==> config.mk <==
export PLATFORM = sky130hd
export DESIGN_NAME = fdmas_stream_bf_flat
export DESIGN_NICKNAME = d
export VERILOG_FILES = /design/src/rtl/fdmas_pkg.sv /design/src/rtl/fdmas_stream_bf_if.sv /design/src/rtl/fdmas_isqrt.sv /design/src/rtl/fdmas_stream_bf.sv /design/src/flat_wrapper.sv
export SDC_FILE = /design/constraint.sdc
export NUM_CORES = 1
export LEC_CHECK = 0
export CORE_MARGIN = 1.5
export CORE_UTILIZATION = 40
export CTS_BUF_LIST = sky130_fd_sc_hd__clkbuf_8
export CTS_CLUSTER_SIZE = 12
export DETAILED_ROUTE_END_ITERATION = 8
export GPL_ROUTABILITY_DRIVEN = 1
export HOLD_SLACK_MARGIN = 0.12
export SYNTH_ARGS = -nofsm -noshare
export SYNTH_HDL_FRONTEND = slang
export SYNTH_SLANG_ARGS = --single-unit
==> constraint.sdc <==
create_clock -name clk -period 6.21 [get_ports clk]
set_input_delay 1.242 -clock clk [delete_from_list [all_inputs] [get_ports clk]]
set_output_delay 1.242 -clock clk [all_outputs]
set_load 0.02 [all_outputs]
==> src/rtl/fdmas_pkg.sv <==
`default_nettype none
// ============================================================================
//  Module   : fdmas_pkg
//  Brief    : Shared types and width-derivation helpers for the streaming
//             F-DMAS beamformer (fdmas_stream_bf).
//  Revision : 1.0 - initial release
// ============================================================================
package fdmas_pkg;

    // Pixel framing state of the accumulator
    typedef enum logic [0:0] {
        ST_IDLE = 1'b0,
        ST_ACC  = 1'b1
    } fdmas_state_e;

    // Fixed latency of the pipelined square root
    function automatic int f_sqrt_lat(input int data_w);
        return data_w / 2;
    endfunction

    // Signed width of sign(x)*floor(sqrt(|x|))
    function automatic int f_sqrt_w(input int data_w);
        return data_w / 2 + 1;
    endfunction

    // Signed width that holds the pairwise product sum without overflow
    function automatic int f_out_w(input int sqrt_w, input int channels);
        return 2 * sqrt_w + 2 * $clog2(channels);
    endfunction

endpackage
`default_nettype wire

==> src/rtl/fdmas_stream_bf_if.sv <==
`default_nettype none
// ============================================================================
//  Module   : fdmas_stream_bf_if
//  Brief    : Sample stream in / pixel result out bundle of fdmas_stream_bf.
//             Carries das_out when FDMAS_DAS_OUT_EN is defined.
//  Revision : 1.0 - initial release
// ============================================================================
interface fdmas_stream_bf_if
    import fdmas_pkg::*;
#(
    parameter int CHANNELS = 128,
    parameter int DATA_W   = 16,
    parameter int OUT_W    = f_out_w(f_sqrt_w(DATA_W), CHANNELS)
);
    logic                     in_valid;
    logic                     in_sof;
    logic signed [DATA_W-1:0] in_data;
    logic                     out_valid;
    logic signed [OUT_W-1:0]  out_data;
    logic                     frame_err;
`ifdef FDMAS_DAS_OUT_EN
    localparam int C_DAS_W = DATA_W + $clog2(CHANNELS);
    logic signed [C_DAS_W-1:0] das_out;

    modport slave  (input  in_valid, in_sof, in_data,
                    output out_valid, out_data, frame_err, das_out);
    modport master (output in_valid, in_sof, in_data,
                    input  out_valid, out_data, frame_err, das_out);
`else
    modport slave  (input  in_valid, in_sof, in_data,
                    output out_valid, out_data, frame_err);
    modport master (output in_valid, in_sof, in_data,
                    input  out_valid, out_data, frame_err);
`endif
endinterface
`default_nettype wire

==> src/rtl/fdmas_isqrt.sv <==
`default_nettype none
// ============================================================================
//  Module   : fdmas_isqrt
//  Brief    : Pipelined non-restoring integer square root, one root bit per
//             stage, latency DATA_W/2 cycles, with valid and sideband carried
//             alongside. The pipeline never stalls.
//  Revision : 1.0 - initial release
// ============================================================================
module fdmas_isqrt #(
    parameter int DATA_W = 16,
    parameter int SB_W   = 1
) (
    input  wire logic                  clk,
    input  wire logic                  rst_n,
    input  wire logic                  in_valid,
    input  wire logic [DATA_W-1:0]     in_rad,
    input  wire logic [SB_W-1:0]       in_sb,
    output logic                       out_valid,
    output logic [DATA_W/2-1:0]        out_root,
    output logic [SB_W-1:0]            out_sb
);
    localparam int C_STAGES = DATA_W / 2;
    // Partial remainder stays within +/-2^(C_STAGES+1), so two guard bits suffice
    localparam int C_REM_W  = C_STAGES + 2;

    logic                r_vld [0:C_STAGES-1];
    logic [DATA_W-1:0]   r_rad [0:C_STAGES-1];
    logic [C_STAGES-1:0] r_q   [0:C_STAGES-1];
    logic [C_REM_W-1:0]  r_rem [0:C_STAGES-1];
    logic [SB_W-1:0]     r_sb  [0:C_STAGES-1];

    for (genvar k = 0; k < C_STAGES; k++) begin : g_stage
        logic                w_vld;
        logic [DATA_W-1:0]   w_rad;
        logic [C_STAGES-1:0] w_q;
        logic [C_REM_W-1:0]  w_rem;
        logic [SB_W-1:0]     w_sb;
        logic [C_REM_W-1:0]  w_shift;
        logic [C_REM_W-1:0]  w_trial;

        if (k == 0) begin : g_head
            assign w_vld = in_valid;
            assign w_rad = in_rad;
            assign w_q   = '0;
            assign w_rem = '0;
            assign w_sb  = in_sb;
        end else begin : g_link
            assign w_vld = r_vld[k-1];
            assign w_rad = r_rad[k-1];
            assign w_q   = r_q[k-1];
            assign w_rem = r_rem[k-1];
            assign w_sb  = r_sb[k-1];
        end

        // Bring down the next radicand bit pair; add or subtract depending on
        // the sign of the running remainder (no restore step needed)
        assign w_shift = C_REM_W'({w_rem, w_rad[DATA_W-1 -: 2]});
        assign w_trial = w_rem[C_REM_W-1] ? (w_shift + {w_q, 2'b11})
                                          : (w_shift - {w_q, 2'b01});

        // Register one stage: root bit is 1 when the new remainder is non-negative
        always_ff @(posedge clk or negedge rst_n) begin
            if (!rst_n) begin
                r_vld[k] <= 1'b0;
                r_rad[k] <= '0;
                r_q[k]   <= '0;
                r_rem[k] <= '0;
                r_sb[k]  <= '0;
            end else begin
                r_vld[k] <= w_vld;
                r_rad[k] <= w_rad << 2;
                r_q[k]   <= {w_q[C_STAGES-2:0], ~w_trial[C_REM_W-1]};
                r_rem[k] <= w_trial;
                r_sb[k]  <= w_sb;
            end
        end
    end

    assign out_valid = r_vld[C_STAGES-1];
    assign out_root  = r_q[C_STAGES-1];
    assign out_sb    = r_sb[C_STAGES-1];

endmodule
`default_nettype wire

==> src/rtl/fdmas_stream_bf.sv <==
`default_nettype none
// ============================================================================
//  Module   : fdmas_stream_bf
//  Brief    : Streaming filtered delay-multiply-and-sum beamformer. Each
//             delayed channel sample is signed-square-rooted, then the pixel
//             result sum_{i<j} s_i*s_j is built as pair += s*sigma.
//             Optional macro FDMAS_DAS_OUT_EN adds das_out (plain DAS sum).
//  Revision : 1.0 - initial release
// ============================================================================
module fdmas_stream_bf
    import fdmas_pkg::*;
#(
    parameter int CHANNELS = 128,
    parameter int DATA_W   = 16,
    parameter int SQRT_W   = f_sqrt_w(DATA_W),
    parameter int OUT_W    = f_out_w(SQRT_W, CHANNELS)
) (
    input  wire logic        clk,
    input  wire logic        rst_n,
    fdmas_stream_bf_if.slave bus
);
    localparam int C_HALF  = f_sqrt_lat(DATA_W);
    localparam int C_CNT_W = $clog2(CHANNELS + 1);
    localparam logic [C_CNT_W-1:0] C_LAST = C_CNT_W'(CHANNELS - 1);
`ifdef FDMAS_DAS_OUT_EN
    localparam int C_DAS_W = DATA_W + $clog2(CHANNELS);
    localparam int C_SB_W  = 2 + DATA_W;
`else
    localparam int C_SB_W  = 2;
`endif

    // ---------------- sqrt front end ----------------
    logic                     w_neg;
    logic [DATA_W-1:0]        w_mag;
    logic [C_SB_W-1:0]        w_in_sb;
    logic                     w_sq_vld;
    logic [C_HALF-1:0]        w_root;
    logic [C_SB_W-1:0]        w_sq_sb;
    logic signed [SQRT_W-1:0] w_root_ext;

    // Two's-complement negate is exact for the most negative input when read unsigned
    assign w_neg   = bus.in_data[DATA_W-1];
    assign w_mag   = w_neg ? -bus.in_data : bus.in_data;
`ifdef FDMAS_DAS_OUT_EN
    assign w_in_sb = {bus.in_data, bus.in_sof, w_neg};
`else
    assign w_in_sb = {bus.in_sof, w_neg};
`endif

    fdmas_isqrt #(
        .DATA_W (DATA_W),
        .SB_W   (C_SB_W)
    ) u_isqrt (
        .clk       (clk),
        .rst_n     (rst_n),
        .in_valid  (bus.in_valid),
        .in_rad    (w_mag),
        .in_sb     (w_in_sb),
        .out_valid (w_sq_vld),
        .out_root  (w_root),
        .out_sb    (w_sq_sb)
    );

    assign w_root_ext = SQRT_W'(w_root);

    // ---------------- signed sample stage ----------------
    logic                     r_s_vld;
    logic                     r_s_sof;
    logic signed [SQRT_W-1:0] r_s;

    // Re-apply the sign to the root; zero input already yields a zero root
    always_ff @(posedge clk or negedge rst_n) begin
        if (!rst_n) begin
            r_s_vld <= 1'b0;
            r_s_sof <= 1'b0;
            r_s     <= '0;
        end else begin
            r_s_vld <= w_sq_vld;
            r_s_sof <= w_sq_sb[1];
            r_s     <= w_sq_sb[0] ? -w_root_ext : w_root_ext;
        end
    end

    // ---------------- framing FSM and accumulators ----------------
    fdmas_state_e            r_state;
    fdmas_state_e            w_state;
    logic                    w_load;
    logic                    w_acc;
    logic                    w_done;
    logic                    w_err;
    logic signed [OUT_W-1:0] w_s_ext;
    logic signed [OUT_W-1:0] r_sigma;
    logic signed [OUT_W-1:0] r_pair;
    logic [C_CNT_W-1:0]      r_cnt;
    logic                    r_done;
    logic                    r_err;

    assign w_s_ext = OUT_W'(r_s);

    // State register
    always_ff @(posedge clk or negedge rst_n) begin
        if (!rst_n) r_state <= ST_IDLE;
        else        r_state <= w_state;
    end

    // Next state and per-sample actions; sof always restarts a pixel
    always_comb begin
        w_state = r_state;
        w_load  = 1'b0;
        w_acc   = 1'b0;
        w_done  = 1'b0;
        w_err   = 1'b0;
        if (r_s_vld) begin
            if (r_s_sof) begin
                w_load  = 1'b1;
                w_err   = (r_state == ST_ACC);
                w_state = ST_ACC;
            end else if (r_state == ST_ACC) begin
                w_acc = 1'b1;
                if (r_cnt == C_LAST) begin
                    w_done  = 1'b1;
                    w_state = ST_IDLE;
                end
            end else begin
                w_err = 1'b1;
            end
        end
    end

    // Running sum and pairwise sum; pair uses sigma before this sample is added
    always_ff @(posedge clk or negedge rst_n) begin
        if (!rst_n) begin
            r_sigma <= '0;
            r_pair  <= '0;
            r_cnt   <= '0;
            r_done  <= 1'b0;
            r_err   <= 1'b0;
        end else begin
            r_done <= w_done;
            r_err  <= w_err;
            if (w_load) begin
                r_sigma <= w_s_ext;
                r_pair  <= '0;
                r_cnt   <= C_CNT_W'(1);
            end else if (w_acc) begin
                r_sigma <= r_sigma + w_s_ext;
                r_pair  <= r_pair + w_s_ext * r_sigma;
                r_cnt   <= r_cnt + 1'b1;
            end
        end
    end

    // ---------------- output stage ----------------
    logic                    r_out_valid;
    logic signed [OUT_W-1:0] r_out_data;

    // Publish the completed pixel and hold it until the next one
    always_ff @(posedge clk or negedge rst_n) begin
        if (!rst_n) begin
            r_out_valid <= 1'b0;
            r_out_data  <= '0;
        end else begin
            r_out_valid <= r_done;
            if (r_done) r_out_data <= r_pair;
        end
    end

    assign bus.out_valid = r_out_valid;
    assign bus.out_data  = r_out_data;
    assign bus.frame_err = r_err;

`ifdef FDMAS_DAS_OUT_EN
    logic signed [DATA_W-1:0]  r_s_raw;
    logic signed [C_DAS_W-1:0] r_das;
    logic signed [C_DAS_W-1:0] r_das_out;

    // Raw sample follows the sqrt pipeline so framing matches the DMAS path
    always_ff @(posedge clk or negedge rst_n) begin
        if (!rst_n) r_s_raw <= '0;
        else        r_s_raw <= w_sq_sb[C_SB_W-1:2];
    end

    // Plain delay-and-sum over the pixel, published with out_valid
    always_ff @(posedge clk or negedge rst_n) begin
        if (!rst_n) begin
            r_das     <= '0;
            r_das_out <= '0;
        end else begin
            if (w_load)     r_das <= C_DAS_W'(r_s_raw);
            else if (w_acc) r_das <= r_das + C_DAS_W'(r_s_raw);
            if (r_done)     r_das_out <= r_das;
        end
    end

    assign bus.das_out = r_das_out;
`endif

endmodule
`default_nettype wire

==> src/flat_wrapper.sv <==
// flat-port wrapper written by rule: the top's interface ports become plain ports
module fdmas_stream_bf_flat import fdmas_pkg::*;
#(
    parameter int CHANNELS = 128,
    parameter int DATA_W   = 16,
    parameter int SQRT_W   = f_sqrt_w(DATA_W),
    parameter int OUT_W    = f_out_w(SQRT_W, CHANNELS)
)
  (clk, rst_n, bus_in_valid, bus_in_sof, bus_in_data, bus_out_valid, bus_out_data, bus_frame_err);
  fdmas_stream_bf_if #(.CHANNELS(CHANNELS), .DATA_W(DATA_W), .OUT_W(OUT_W)) bus_i ();
  input  wire logic clk;
  input  wire logic rst_n;
  input wire logic [$bits(bus_i.in_valid)-1:0] bus_in_valid;
  input wire logic [$bits(bus_i.in_sof)-1:0] bus_in_sof;
  input wire logic [$bits(bus_i.in_data)-1:0] bus_in_data;
  output wire logic [$bits(bus_i.out_valid)-1:0] bus_out_valid;
  output wire logic [$bits(bus_i.out_data)-1:0] bus_out_data;
  output wire logic [$bits(bus_i.frame_err)-1:0] bus_frame_err;
  assign bus_i.in_valid = bus_in_valid;
  assign bus_i.in_sof = bus_in_sof;
  assign bus_i.in_data = bus_in_data;
  assign bus_out_valid = bus_i.out_valid;
  assign bus_out_data = bus_i.out_data;
  assign bus_frame_err = bus_i.frame_err;
  fdmas_stream_bf #(.CHANNELS(CHANNELS), .DATA_W(DATA_W), .SQRT_W(SQRT_W), .OUT_W(OUT_W)) u_core (.clk(clk), .rst_n(rst_n), .bus(bus_i));
endmodule
* Word level (Yosys, flattened, before mapping)
Index checks and enable logic that the tools add are counted.
Widths: inputs -> output; s select.
** Storage, ports and cells
- ROM bits :: 0
- Bits in latches :: 0
- RAM bits :: 0
- Logic and storage cells :: 110
- Input port bits :: 20
- Register bits :: 298
- Output and inout port bits :: 34
- Memories kept :: 0
** Cells by class
- $add $sub $neg :: 20
- Bitwise gates (word level) :: 8
- Equality and inequality tests :: 1
- Div/mod/pow operators :: 0
- Reduce and logical (&&, ||, !) cells :: 1
- Shift-type cells :: 0
- $mul :: 1
- Magnitude comparators :: 0
- Mux-type cells :: 30
** Operators by type and width (count)
- $mux 32 :: 4
- $mux 10 :: 7
- $add 32x32->32 :: 1
- $add 32x9->32 :: 1
- $mul 9x32->32 :: 1
- $mux 16 :: 1
- $mux 8 :: 2
- $neg 16->16 :: 1
- $mux 1 :: 15
- $add 10x4->10 :: 1
- $add 10x5->10 :: 1
- $add 10x6->10 :: 1
- $add 10x7->10 :: 1
- $add 10x8->10 :: 1
- $add 10x9->10 :: 1
- $sub 10x4->10 :: 1
- $sub 10x5->10 :: 1
- $sub 10x6->10 :: 1
- $sub 10x7->10 :: 1
- $sub 10x8->10 :: 1
- $sub 10x9->10 :: 1
- $mux 9 :: 1
- $neg 8->9 :: 1
- $add 8x1->8 const B :: 1
- 6 further kinds :: 13

* Logic depth before layout (Yosys ltp)
- Word-level depth :: 5
- Depth in mapped cells :: 24
- Depth with buffers taken out :: 23

* Hierarchy
Synthesis repeated with hierarchy kept, for this count alone.
** Unflattened totals
- Cell total of the unflattened synthesis :: 2135
- Area total of the unflattened synthesis :: 21609.5 um^2
** Modules (own cells, without submodules)
- fdmas_stream_bf :: area each 15192.1 um^2, times used 1, cells each 1683, seq. area each 2977.9 um^2
- fdmas_isqrt :: area each 6417.4 um^2, times used 1, cells each 452, seq. area each 4254.1 um^2

* Worst setup path after synthesis
OpenSTA, ideal clock, no wires.
- Kind :: register -> register
- Start :: reg u_core.r_s[8]
- End :: reg u_core.r_pair[28]
- Data arrival time :: 6.129 ns
- Buffers on the path :: 1
- Path slack :: -0.041 ns
- Data required time :: 6.088 ns
- Cell stages (with the launch flop) :: 21
- Library setup time :: 0.122 ns
- Clock period less this slack :: 6.251 ns
- Cells stage by stage :: dfrtp_1 clkbuf_1 inv_2 nor2_1 fa_1 fa_1 fa_1 fa_1 inv_1 fa_1 inv_1 ha_1 a21o_1 a21o_1 a21o_1 a22oi_1 a31oi_1 o21ai_1 a21boi_0 or3_1 a32o_1
** Between the ends
- Longest elaborated chain between the ends :: 4
** RTL lines
- from (decl) :: RTL line fdmas_stream_bf.sv:69 : logic signed [SQRT_W-1:0] r_s;
- from (signal assigned) :: RTL line fdmas_stream_bf.sv:80 : r_s <= w_sq_sb[0] ? -w_root_ext : w_root_ext;
- $mul 9x32->32 :: RTL line fdmas_stream_bf.sv:147 : r_pair <= r_pair + w_s_ext * r_sigma;
- $add 32x32->32 :: RTL line fdmas_stream_bf.sv:147
- $mux 32 :: RTL line fdmas_stream_bf.sv:145 : end else if (w_acc) begin
- $mux 32 :: RTL line fdmas_stream_bf.sv:141 : if (w_load) begin
- to (signal assigned) :: RTL line fdmas_stream_bf.sv:147
- to (decl) :: RTL line fdmas_stream_bf.sv:93 : logic signed [OUT_W-1:0] r_pair;
No other way between the ends. The select of a mux whose other input is x is not followed.
A chain may end at the register's enable or synchronous reset.

* Final worst setup path
- Start :: reg u_core.r_s[8]
- End :: reg u_core.r_pair[30]
The elaborated chain is that of the path after synthesis.

==> results.yml <==
logic_synthesis:
  synth_compound_area_frac: 0.09879
  synth_seq_cells: 289
  yosysMostFrequentCell: "inv_1"
  synthMuxAreaShare: 0.01794
  yosysSeqAreaShare: 0.3411
  synth_warnings: 0
  synthSimpleGateAreaFrac: 0.1006
  synth.cell_area_um2: 21200
  yosys.area_share.adder: 0.2997
  synth_flop_cell: "dfrtp_1"
  synth_cells: 2073
  avgSynthCellArea_um2: 10.23
  synth_top_area_frac: 0.3411
  synth_xor_area_frac: 0.06362
  synthTopCellsByCount: "inv_1 (359), dfrtp_1 (289), nand2_1 (213)"
  synth_fp_nets: 2476
  synth_edf_count: 0
  synth_top_area_cell: "dfrtp_1"
  synthTopCellsByArea: "dfrtp_1 (34%), fa_1 (20%), ha_1 (10%), inv_1 (6.4%), xnor2_1 (4.6%)"
  ys_async_sr_fraction: 1.000
  synth_top_family_by_area: "adder cells"
  yosysUniqueCellTypes: 66
timing:
  tightest_slew_ns: 1.056
  final-max-slew-violation-count: 0
  finalHoldViolCount: 0
  setup_viol: 0
  skew_ns: 0.05112
  tns_ns: 0
  slew_headroom: 0.2946
  worst_hold_slack_ns: 0.3252
  post-route-period-util: 0.9765
  fin_crit_ns: 6.064
  max_freq_ghz: 0.1649
routing:
  vias: 14320
  avgViaCountPerCell: 4.942
  avgRoutedWirePerCell_um: 15.24
  remaining_drc_errors: 0
  wl_mm: 44.16
  dr.pass1.iters: 5
  ant_nets: 0
  drtIter0Drc: 658
cells_and_area:
  drive_above_1_share: 0.09959
  final_util: 0.4590
  fin_nets: 2573
  syn_to_final_growth_pct: 13.55
  layout.cells.non_filler: 2897
  antennaDiodeCount: 0
clocking:
  cts_tree: "yes"
  clock-sinks: 289
  htreeDepth: 2
  clock_latency_ns: 0.64
  clockBufferDepth: 3
  clockRootBuffer: "clkbuf_8"
  cts_buffers: 51
  clkTransAtPathRegs_ns: 0.07
floorplan:
  start_util: 0.4043
  dieArea_um2: 54390
  dieHeight_um: 233.2
  core-area_um2: 52450
  die_x_um: 233.2
  io_pins: 54
  num_rows: 84
grt:
  gr-total-overflow: 0
  antenna_found_initial: 1
  met2_usage: 0.3044
  use_met3: 0.02539
  grt_pass1_wl_mm: 74.21
  grt_most_used_layer: "met2"
  grt_pass1_vias: 15360
  use_met1: 0.2025
  grt_max_degree: 166
  grt_use_total: 0.1696
setup_path:
  path_class: "reg2reg"
  cp-start-kind: "flip-flop"
  reg2reg_from: "u_core.r_s[8]"
  arrival_ns: 6.60
  worstRegToRegCells: 20
  r2r-end: "u_core.r_pair[30]"
  crit_path_end_kind: "flip-flop"
  crit_fanout: 8
  ff2ff_setup_slack_ns: 0.15
  required_ns: 6.75
run:
  cap_viol_max_count: 0
place:
  portBuffers: 53
  hpwl_mm: 33.32
  dp.cells: 2798
  gp_congestion: 0.8676
hold_path:
  hold_path_end: "u_core.r_s_vld"
  hold_class: "reg2reg"
  min-delay-start: "u_core.u_isqrt.out_valid"
  min_path_cells: 0
run_status:
  status: "complete, no violations"
==> critical path, cell delays in order, from the launching register on <==
cell and delay (ns):
dfrtp_4 0.54, clkbuf_4 0.22, ha_1 0.23, fa_1 0.52, fa_1 0.52, fa_1 0.56
inv_1 0.07, fa_1 0.52, fa_1 0.55, inv_1 0.04, ha_1 0.32, nand3_2 0.13
nor3_2 0.22, and3_1 0.23, a22oi_1 0.13, a31oi_4 0.25, o21ai_2 0.11, a2111oi_1 0.35
buf_4 0.18, nor3_1 0.04, o31ai_1 0.23
==> kinds of logic (layout without fill, tap and decap cells) <==
kind of cell | count (synthesis) | in the layout
compound gates | 320 | 320
buf+inv | 437 | 573
simple gates | 456 | 456
fa+ha+maj | 383 | 383
xor+xnor | 154 | 154
mux | 34 | 34
flops | 289 | 289
==> cells in the final DEF, fill, tap and decap left out, types with 4 or more instances in the layout <==
master           Yosys  final
a211oi_1             6      6
a21o_1              31     31
a21oi_1             78     75
a22o_1              14     14
a22oi_1              5      5
a31oi_1              7      5
a32o_1               5      5
and2_1              75     75
and3_1               7      7
buf_12               0      4
buf_4                0     59
clkbuf_8             0     64
clkdlybuf4s50_1      0     52
clkinv_2             0      8
dfrtp_1            289    277
dfrtp_2              0     11
fa_1               208    208
ha_1               175    174
inv_1              359    371
mux2_2              32     32
nand2_1            213    212
nand2b_1            26     26
nand3_1             16     15
nor2_1              69     68
nor2b_1             11     11
nor3_1              15     14
o211ai_1             7      7
o21a_1              16     15
o21ai_0             80     77
o21ai_2              2      5
o21bai_1            13     13
o221ai_1            15     14
o31ai_1             13     13
or3_1                9      9
xnor2_1            111    111
xor2_1              43     43
==> flip-flops by register name, summed over array words and instances, names as in the netlist, 9 cells and up <==
signal,count
u_core.bus.out_data,32
u_core.r_pair,32
u_core.r_s,9
u_core.u_isqrt.g_stage.w_q,28
u_core.r_sigma,32
u_core.u_isqrt.g_stage.w_rem,54
u_core.u_isqrt.g_stage.w_rad,56
u_core.u_isqrt.g_stage.w_sb,14
==> per-stage QoR <==
step | setup WS (ns) | instance area (um^2)
finish | 0.1460 | 24070
global route | -0.06341 | 24070
floorplan | 0.2448 | 21200
CTS | 0.01258 | 23890
global placement | 0.1136 | 22810
detailed placement | 0.03393 | 22810
==> area by class of cell <==
cell class,count,area [um^2]
clock inverters,28,198.9
inverters,360,1354
multi-input cells,1347,12400
clock buffers,64,880.8
repair buffers,121,1132
flip-flops and latches,289,7249
well taps,688,860.8
fillers,4859,28370
==> how the worst max path moves through the flow <==
stage / cells after the start / slack (ns) / endpoint / start
after global placement: 20 / 0.11 / u_core.r_pair[31] / u_core.r_s[8]
after detailed placement: 19 / 0.03 / u_core.r_pair[28] / u_core.r_s[7]
after CTS: 19 / 0.01 / u_core.r_pair[31] / u_core.r_s[7]
final: 20 / 0.15 / u_core.r_pair[30] / u_core.r_s[8]
after global routing: 20 / -0.06 / u_core.r_pair[30] / u_core.r_s[8]
after floorplan: 20 / 0.24 / u_core.r_pair[28] / u_core.r_s[8]
==> per-layer routing <==
metal,share of wire,vias to the layer above
met3,0.036,91
met2,0.50,284
met1,0.42,7147
li1,-,6792
met4,0.037,2
met5,0.00036,-
==> what timing repair did <==
| item | 4_1_cts | 5_1_grt |
|---|---|---|
| buffers inserted | 0 | 6 |
| gates resized for setup | 0 | 38 |
| setup endpoints to repair | 0 | 7 |
| hold buffers | 0 | 0 |
Power is not shown: default switching activity piles up to over one toggle a cycle in this logic, so the estimate is an artifact.
